<file path="src/rtl/cpu_completion_monitor.sv">
// cpu_completion_monitor: end-of-program monitor downstream of the cpu top.
// Folds every data-memory store into a rotate-xor signature, counts stores and
// cycles, and declares pass/fail once pc parks on FINISH_PC, or timeout.
// Optional store log: define CPU_COMPLETION_MON_STORE_LOG_EN (LOG_DEPTH >= 2).
module cpu_completion_monitor #(
  parameter logic [31:0] FINISH_PC     = 32'h0000_0054,
  parameter int unsigned STABLE_CYCLES = 4,
  parameter int unsigned MAX_CYCLES    = 400,
  parameter logic [31:0] EXP_SIGNATURE = 32'h0,
  parameter int unsigned EXP_STORES    = 8,
  parameter int unsigned LOG_DEPTH     = 8
) (
  input  logic        clk,
  input  logic        resetn,
  input  logic [31:0] pc_i,
  input  logic        mem_we_i,
  input  logic [31:0] mem_addr_i,
  input  logic [31:0] mem_wdata_i,
  output logic        done_o,
  output logic        pass_o,
  output logic        timeout_o,
  output logic [2:0]  state_o,
  output logic [31:0] signature_o,
  output logic [15:0] store_cnt_o,
  output logic [31:0] cycle_cnt_o
`ifdef CPU_COMPLETION_MON_STORE_LOG_EN
  ,
  input  logic [$clog2(LOG_DEPTH)-1:0] log_idx_i,
  output logic [63:0]                  log_data_o
`endif
);

  typedef enum logic [2:0] {
    S_RUN    = 3'd0,
    S_SETTLE = 3'd1,
    S_PASS   = 3'd2,
    S_FAIL   = 3'd3,
    S_TMO    = 3'd4
  } state_t;

  state_t      r_state, w_state_nxt;
  logic [31:0] r_sig, w_sig_nxt;
  logic [15:0] r_cnt, w_cnt_nxt;
  logic [31:0] r_cycle, w_cycle_nxt;
  logic [31:0] r_stable, w_stable_nxt;
  logic        r_done, r_pass, r_tmo;
  logic        w_active, w_store, w_at_finish, w_complete, w_timeout, w_match;

  // Next-state, signature fold and counter updates; completion beats timeout.
  always_comb begin
    w_state_nxt  = r_state;
    w_stable_nxt = r_stable;
    w_active     = (r_state == S_RUN) || (r_state == S_SETTLE);
    w_store      = w_active && mem_we_i;
    w_at_finish  = (pc_i == FINISH_PC);
    w_sig_nxt    = w_store ? ({r_sig[30:0], r_sig[31]} ^ mem_addr_i ^ mem_wdata_i) : r_sig;
    w_cnt_nxt    = (w_store && r_cnt != 16'hFFFF) ? r_cnt + 16'd1 : r_cnt;
    w_cycle_nxt  = (w_active && r_cycle != 32'hFFFF_FFFF) ? r_cycle + 32'd1 : r_cycle;
    case (r_state)
      S_RUN: begin
        if (w_at_finish) begin
          w_stable_nxt = 32'd1;
          w_state_nxt  = S_SETTLE;
        end
      end
      S_SETTLE: begin
        if (w_at_finish) begin
          w_stable_nxt = r_stable + 32'd1;
        end else begin
          w_stable_nxt = 32'd0;
          w_state_nxt  = S_RUN;
        end
      end
      default: ;
    endcase
    // The store of the completing cycle is already in w_sig_nxt / w_cnt_nxt.
    w_complete = w_active && w_at_finish && (w_stable_nxt >= 32'(STABLE_CYCLES));
    w_timeout  = w_active && ((r_cycle + 32'd1) == 32'(MAX_CYCLES));
    w_match    = (w_sig_nxt == EXP_SIGNATURE) && (w_cnt_nxt == 16'(EXP_STORES));
    if (w_complete)
      w_state_nxt = w_match ? S_PASS : S_FAIL;
    else if (w_timeout)
      w_state_nxt = S_TMO;
  end

  // State register plus registered status flags; terminal states freeze all.
  always_ff @(posedge clk) begin
    if (!resetn) begin
      r_state  <= S_RUN;
      r_sig    <= '0;
      r_cnt    <= '0;
      r_cycle  <= '0;
      r_stable <= '0;
      r_done   <= 1'b0;
      r_pass   <= 1'b0;
      r_tmo    <= 1'b0;
    end else begin
      r_state  <= w_state_nxt;
      r_sig    <= w_sig_nxt;
      r_cnt    <= w_cnt_nxt;
      r_cycle  <= w_cycle_nxt;
      r_stable <= w_stable_nxt;
      r_done   <= (w_state_nxt == S_PASS) || (w_state_nxt == S_FAIL) || (w_state_nxt == S_TMO);
      r_pass   <= (w_state_nxt == S_PASS);
      r_tmo    <= (w_state_nxt == S_TMO);
    end
  end

  assign done_o      = r_done;
  assign pass_o      = r_pass;
  assign timeout_o   = r_tmo;
  assign state_o     = r_state;
  assign signature_o = r_sig;
  assign store_cnt_o = r_cnt;
  assign cycle_cnt_o = r_cycle;

`ifdef CPU_COMPLETION_MON_STORE_LOG_EN
  localparam int unsigned LOG_AW = $clog2(LOG_DEPTH);

  logic [63:0]       r_log [LOG_DEPTH];
  logic [LOG_AW-1:0] r_wptr;
  logic [63:0]       r_log_data;
  logic [LOG_AW-1:0] w_rd_idx;

  // idx 0 is the entry just behind the write pointer (most recent store).
  assign w_rd_idx = r_wptr - LOG_AW'(1) - log_idx_i;

  // Circular store log; pointer wraps and overwrites the oldest entry.
  always_ff @(posedge clk) begin
    if (!resetn) begin
      for (int i = 0; i < int'(LOG_DEPTH); i++) r_log[i] <= '0;
      r_wptr     <= '0;
      r_log_data <= '0;
    end else begin
      if (w_store) begin
        r_log[r_wptr] <= {mem_addr_i, mem_wdata_i};
        r_wptr        <= r_wptr + LOG_AW'(1);
      end
      r_log_data <= r_log[w_rd_idx];
    end
  end

  assign log_data_o = r_log_data;
`endif

endmodule
</file>
<file path="config.mk">
export PLATFORM = sky130hd
export DESIGN_NAME = cpu_completion_monitor
export DESIGN_NICKNAME = d
export VERILOG_FILES = /design/src/rtl/cpu_completion_monitor.sv
export SDC_FILE = /design/constraint.sdc
export NUM_CORES = 1
export LEC_CHECK = 0
export CAP_MARGIN = 20
export CORE_UTILIZATION = 50
export DETAILED_ROUTE_END_ITERATION = 6
export GPL_ROUTABILITY_DRIVEN = 0
export HOLD_SLACK_MARGIN = 0.1
export PLACE_DENSITY = 0.81
export SLEW_MARGIN = 10
export SYNTH_ARGS = -nofsm -noshare
export SYNTH_HDL_FRONTEND = slang
export SYNTH_SLANG_ARGS = --single-unit
</file>
<file path="constraint.sdc">
create_clock -name clk -period 3.78 [get_ports clk]
set_input_delay 0.378 -clock clk [delete_from_list [all_inputs] [get_ports clk]]
set_output_delay 0.378 -clock clk [all_outputs]
set_load 0.1 [all_outputs]
</file>
After elaboration in Yosys (flattened, before gate mapping)
Index checks and enable logic that the tools add are counted.
{"block": "word_totals", "out_inout_bits": 86, "ff_bits": 118, "word_cells": 46}
{"block": "classes", "muxes": 11, "magnitude_cmp": 1, "addsub": 3, "bitwise": 2, "reduce_logical": 12, "eq_ne": 9}
{"operator": "2-to-1 mux 32 bit", "n": 3}
{"operator": "adder 32 x 1 -> 32 bit, second input constant", "n": 2}
{"operator": "one-hot mux 32 bit (2 select lines)", "n": 1}
{"operator": "XOR 32 bit", "n": 2}
{"operator": "== test 32 x 7 -> 1 bit, second input constant", "n": 1}
{"operator": "== test 32 x 9 -> 1 bit, second input constant", "n": 1}
{"operator": ">= comparator 32 x 3 -> 1 bit, second input constant", "n": 1}
{"operator": "logical NOT 32 bit", "n": 1}
{"operator": "inequality test 32 bit, second input constant", "n": 1}
{"operator": "adder 16 x 1 -> 16 bit, second input constant", "n": 1}
{"operator": "== test 16 x 4 -> 1 bit, second input constant", "n": 1}
{"operator": "2-to-1 mux 16 bit", "n": 1}
{"operator": "inequality test 16 bit, second input constant", "n": 1}
{"operator": "2-to-1 mux 3 bit", "n": 4}
{"operator": "logical AND 1 bit", "n": 7}
{"operator": "== test 3 x 2 -> 1 bit, second input constant", "n": 2}
{"operator": "one-hot mux 3 bit (2 select lines)", "n": 1}
{"operator": "== test 3 x 1 -> 1 bit, second input constant", "n": 1}
{"operator": "== test 3 bit, second input constant", "n": 1}
{"operator": "logical NOT 3 bit", "n": 1}
{"operator": "logical OR 1 bit", "n": 3}
{"operator": "2-to-1 mux 1 bit", "n": 1}

Depth between registers and ports, before layout
{"block": "logic_depth", "depth_word": 12, "mapped_depth": 11, "mapped_depth_nobuf": 10}

Worst setup path before layout
Ideal clock, no wire load.
{"block": "synth_timing", "kind": "register to register", "startpoint": "register r_cycle[0], in the netlist cycle_cnt_o[0]", "endpoint": "register r_cycle[12], in the netlist cycle_cnt_o[12]", "stages_incl_launch_ff": 11, "t_required_ns": 3.652, "arrival_ns": 3.488, "path_buffers": 1, "setup_time_ns": 0.128, "period_less_slack_ns": 3.615, "setup_slack_ns": 0.165, "cell_sequence": "dfxtp_1 ha_1 nand4_1 nor4_2 nand3_1 nor3_1 a31oi_1 clkbuf_1 nand4_1 xor2_1 nor2_1"}
{"block": "synth_via", "elab_chain_cells": 2, "elab_cells_between_ends": 3, "cone_classes": "1 x add/sub; 1 x eq/ne; 1 x reduce/logical"}
{"item": "start, declared", "line_no": "44", "text": "logic [31:0] r_cycle, w_cycle_nxt;"}
{"item": "start signal, assigned", "line_no": "101", "text": "r_cycle <= w_cycle_nxt;"}
{"item": "parallel branches: the longest is 2 deep, another holds adder 32 x 1 -> 32 bit"}
Several ways; the timed one is not identified.
A chain may end at the register's enable or synchronous reset.

Worst setup path in the final report
{"block": "layout_timing", "startpoint": "register r_cycle[1], in the netlist cycle_cnt_o[1]", "endpoint": "register r_tmo, in the netlist timeout_o"}
{"block": "layout_via", "elab_chain_cells": 6}
{"item": "adder 32 x 1 -> 32 bit", "line_no": "78", "text": "w_timeout = w_active && ((r_cycle + 32'd1) == 32'(MAX_CYCLES));"}
{"item": "== test 32 x 9 -> 1 bit", "line_no": "78"}
{"item": "logical AND 1 bit", "line_no": "78"}
{"item": "2-to-1 mux 3 bit", "line_no": "82", "text": "else if (w_timeout)"}
{"item": "2-to-1 mux 3 bit", "line_no": "80", "text": "if (w_complete)"}
{"item": "== test 3 bit", "line_no": "105", "text": "r_tmo <= (w_state_nxt == S_TMO);"}
{"item": "end signal, assigned", "line_no": "105"}
{"item": "end, declared", "line_no": "46", "text": "logic r_done, r_pass, r_tmo;"}
No other way between the ends.

==> flow_summary.ini <==
[status]
status = completed

[timing]
fin_skew_ns = 0.00887
fin_crit_sh_pct = 93.4
worst_pin_slew_ns = 1.06
rsz0062_at_grt = no
slew_headroom_pct = 29.4
finalSetupTns_ns = 0
maxSlewViolCount = 0
setup_viol = 0
fin_crit_ns = 3.53
fmax_ghz = 0.283
hold_viol = 0
whs_ns = 0.502

[synthesis]
synth.ff_latch_count = 118
yosysMostFrequentCell = nor2_1
synth-async-reset-ratio_pct = 0
synthesis.area_um2 = 7360
synth-edff-count = 0
synth_top_flop_cell = dfxtp_1
netlist_top_cells_count = 132 x nor2_1, 118 x dfxtp_1, 95 x nand2_1
synth-seq-area-share_pct = 32.1
ys_types = 79
synth_area_leaders = dfxtp_1 32%, xnor2_1 8.6%, nor2_1 6.7%
syn_inst = 931
syn_nets = 1034
synth_area_leader_cell = dfxtp_1
netlist.area_leader.share_pct = 32.1
syn_area_per_cell_um2 = 7.91
yosys_warnings = 0

[routing]
drcViolationCount = 0
drtPass1Iterations = 5
vias = 7646
drtIter0Drc = 737
routed_wl_um = 21800
ant_nets = 0
wl_per_cell_um = 16.7
via_per_inst = 5.87

[pwr]
ir_drop_uv = 337
power_density_nw_per_um2 = 366
leakagePower_nw = 3.55

[final_layout]
diodes = 0
area_growth_pct = 35.2
drive_above_1_share_pct = 8.46
fin_nets = 1213

[clock_network]
clockRootBuffer = clkbuf_16
htreeDepth = 4
path_clk_slew_ns = 0.05
cts_tree = done
cts_buffers = 17
clk_latency_ns = 0.42
post_cts_buffers = 0
cts_buffer_depth = 2
hold_buffers = 0
ctsResizeCount = 0
cts.sinks = 118

[global_routing]
grt_pass1_vias = 7130
grtUsageTotal_pct = 29.2
grt_pass1_wl_um = 34800
grt_antenna_before_repair = 0
grt_overflow = 0
grt_max_degree = 69

[min_path]
holdCritStartpoint = signature_o[31]
whs_endpoint = signature_o[31]
hold_depth = 2
hp-class = reg -> reg

[place]
hpwl_um = 15600
numPortBuffers = 184

[floorplan]
start_util_pct = 52.2
core_um2 = 14100
die_x_um = 123
die_h_um = 123
num_rows = 43
die_area_um2 = 15200
ios = 185

[critical_path]
regToRegEndpoint = timeout_o
reg2regPathDepth = 12
rr_startpoint = cycle_cnt_o[1]
critPathMaxStageDelay_ns = 0.63
r2r_setup_slack_ns = 0.25
cp_slowest_cell = a2111oi_0
crit_type = reg -> reg
crit_required_ns = 4.14
worstSetupStartpointType = flop
cp_cell_sequence = ha_1 > nand4_1 > nor4_2 > nand2_1 > o22ai_1 > nand3_1 > a2111oi_0 > buf_4 > nand4_1 > buf_4 > a21oi_1 > and3_1
critical_path_arrival_ns = 3.89
worstSetupEndpointType = flop
critPathMaxFanout = 8

[job]
maxCapViolations = 0
-- logic make-up (layout without fill, tap and decap cells) --
logic type	count (synthesis)	count (layout)	share of synthesized area, %
AO/OA/AOI/OAI	160	160	14.3
flip-flops	118	118	32.1
multiplexers	12	12	1.70
adder cells (fa/ha/maj)	4	4	0.680
AND/OR/NAND/NOR	446	446	31.7
buffers and inverters	64	256	4.37
XOR/XNOR	127	127	15.1
-- routing by layer --
layer / GRT usage, % / vias up / share of wire (%)
li1: - / 3669 / -
met3: 8.35 / 54 / 8.7
met2: 46.4 / 385 / 47
met1: 37.5 / 3538 / 43
met5: 0 / - / 0
met4: 10.4 / 0 / 2.2
-- cell type report --
class,instances,area (um2)
Timing Repair Buffer,212,2060
Sequential cell,118,2360
Tap cell,180,225
Multi-Input combinational cell,749,4680
Fill cell,1135,4140
Clock buffer,22,484
Clock inverter,10,95.1
Inverter,12,45.0
-- worst max-delay path, delay by kind of cell, from the launching register on --
family	cells	cell delay, ns
flops	1	0.48
simple gates	6	1.26
buf+inv	2	0.39
compound gates	3	1.01
fa+ha+maj	1	0.32
-- cells in the final DEF, fill, tap and decap left out, types with 27 or more instances in the layout --
| master | synthesis | layout |
|---|---|---|
| nand2_1 | 95 | 95 |
| o21ai_0 | 30 | 30 |
| xor2_1 | 55 | 55 |
| nor2_1 | 132 | 132 |
| nand4_1 | 44 | 44 |
| buf_4 | 7 | 27 |
| xnor2_1 | 72 | 72 |
| clkdlybuf4s50_1 | 0 | 184 |
| a21oi_1 | 57 | 57 |
| nand3_1 | 36 | 36 |
| dfxtp_1 | 118 | 118 |
-- stage by stage --
step           worst slack [ns]  cells  power, mW  utilization (%)  cell area (um2)
2_1_floorplan             0.165    931       1.84                -             7360
3_3_place_gp              0.345   1271       2.09             66.5             9370
3_5_place_dp              0.334   1271       2.09             66.5             9370
4_1_cts                   0.293   1303       3.66             70.6             9950
5_1_grt                  0.0102   1303       3.77             70.6             9950
6_report                  0.249   1303       3.65             70.6             9950
-- where the power goes --
part / switching (mW) / leakage (nW) / internal, mW
Sequential: 0.0538 / 0.957 / 1.28
Clock: 0.606 / 0.271 / 0.974
Combinational: 0.463 / 2.32 / 0.268
Total: 1.12 / 3.55 / 2.52
-- registers in the layout, summed over array words and instances (netlist names) --
register and flops:
cycle_cnt_o 32, done_o 1, pass_o 1, r_stable 32, signature_o 32, state_o 3, store_cnt_o 16, timeout_o 1
-- how the worst max path moves through the flow --
stage	depth (start not counted)	startpoint	to	slack (ns)
2_1_floorplan	10	cycle_cnt_o[0]	cycle_cnt_o[12]	0.16
3_3_place_gp	12	cycle_cnt_o[1]	timeout_o	0.34
3_5_place_dp	10	pc_i[26]	pass_o	0.33
4_1_cts	12	cycle_cnt_o[1]	timeout_o	0.29
5_1_grt	12	cycle_cnt_o[1]	timeout_o	0.01
6_report	12	cycle_cnt_o[1]	timeout_o	0.25
Power figures use the tool's default switching activity.
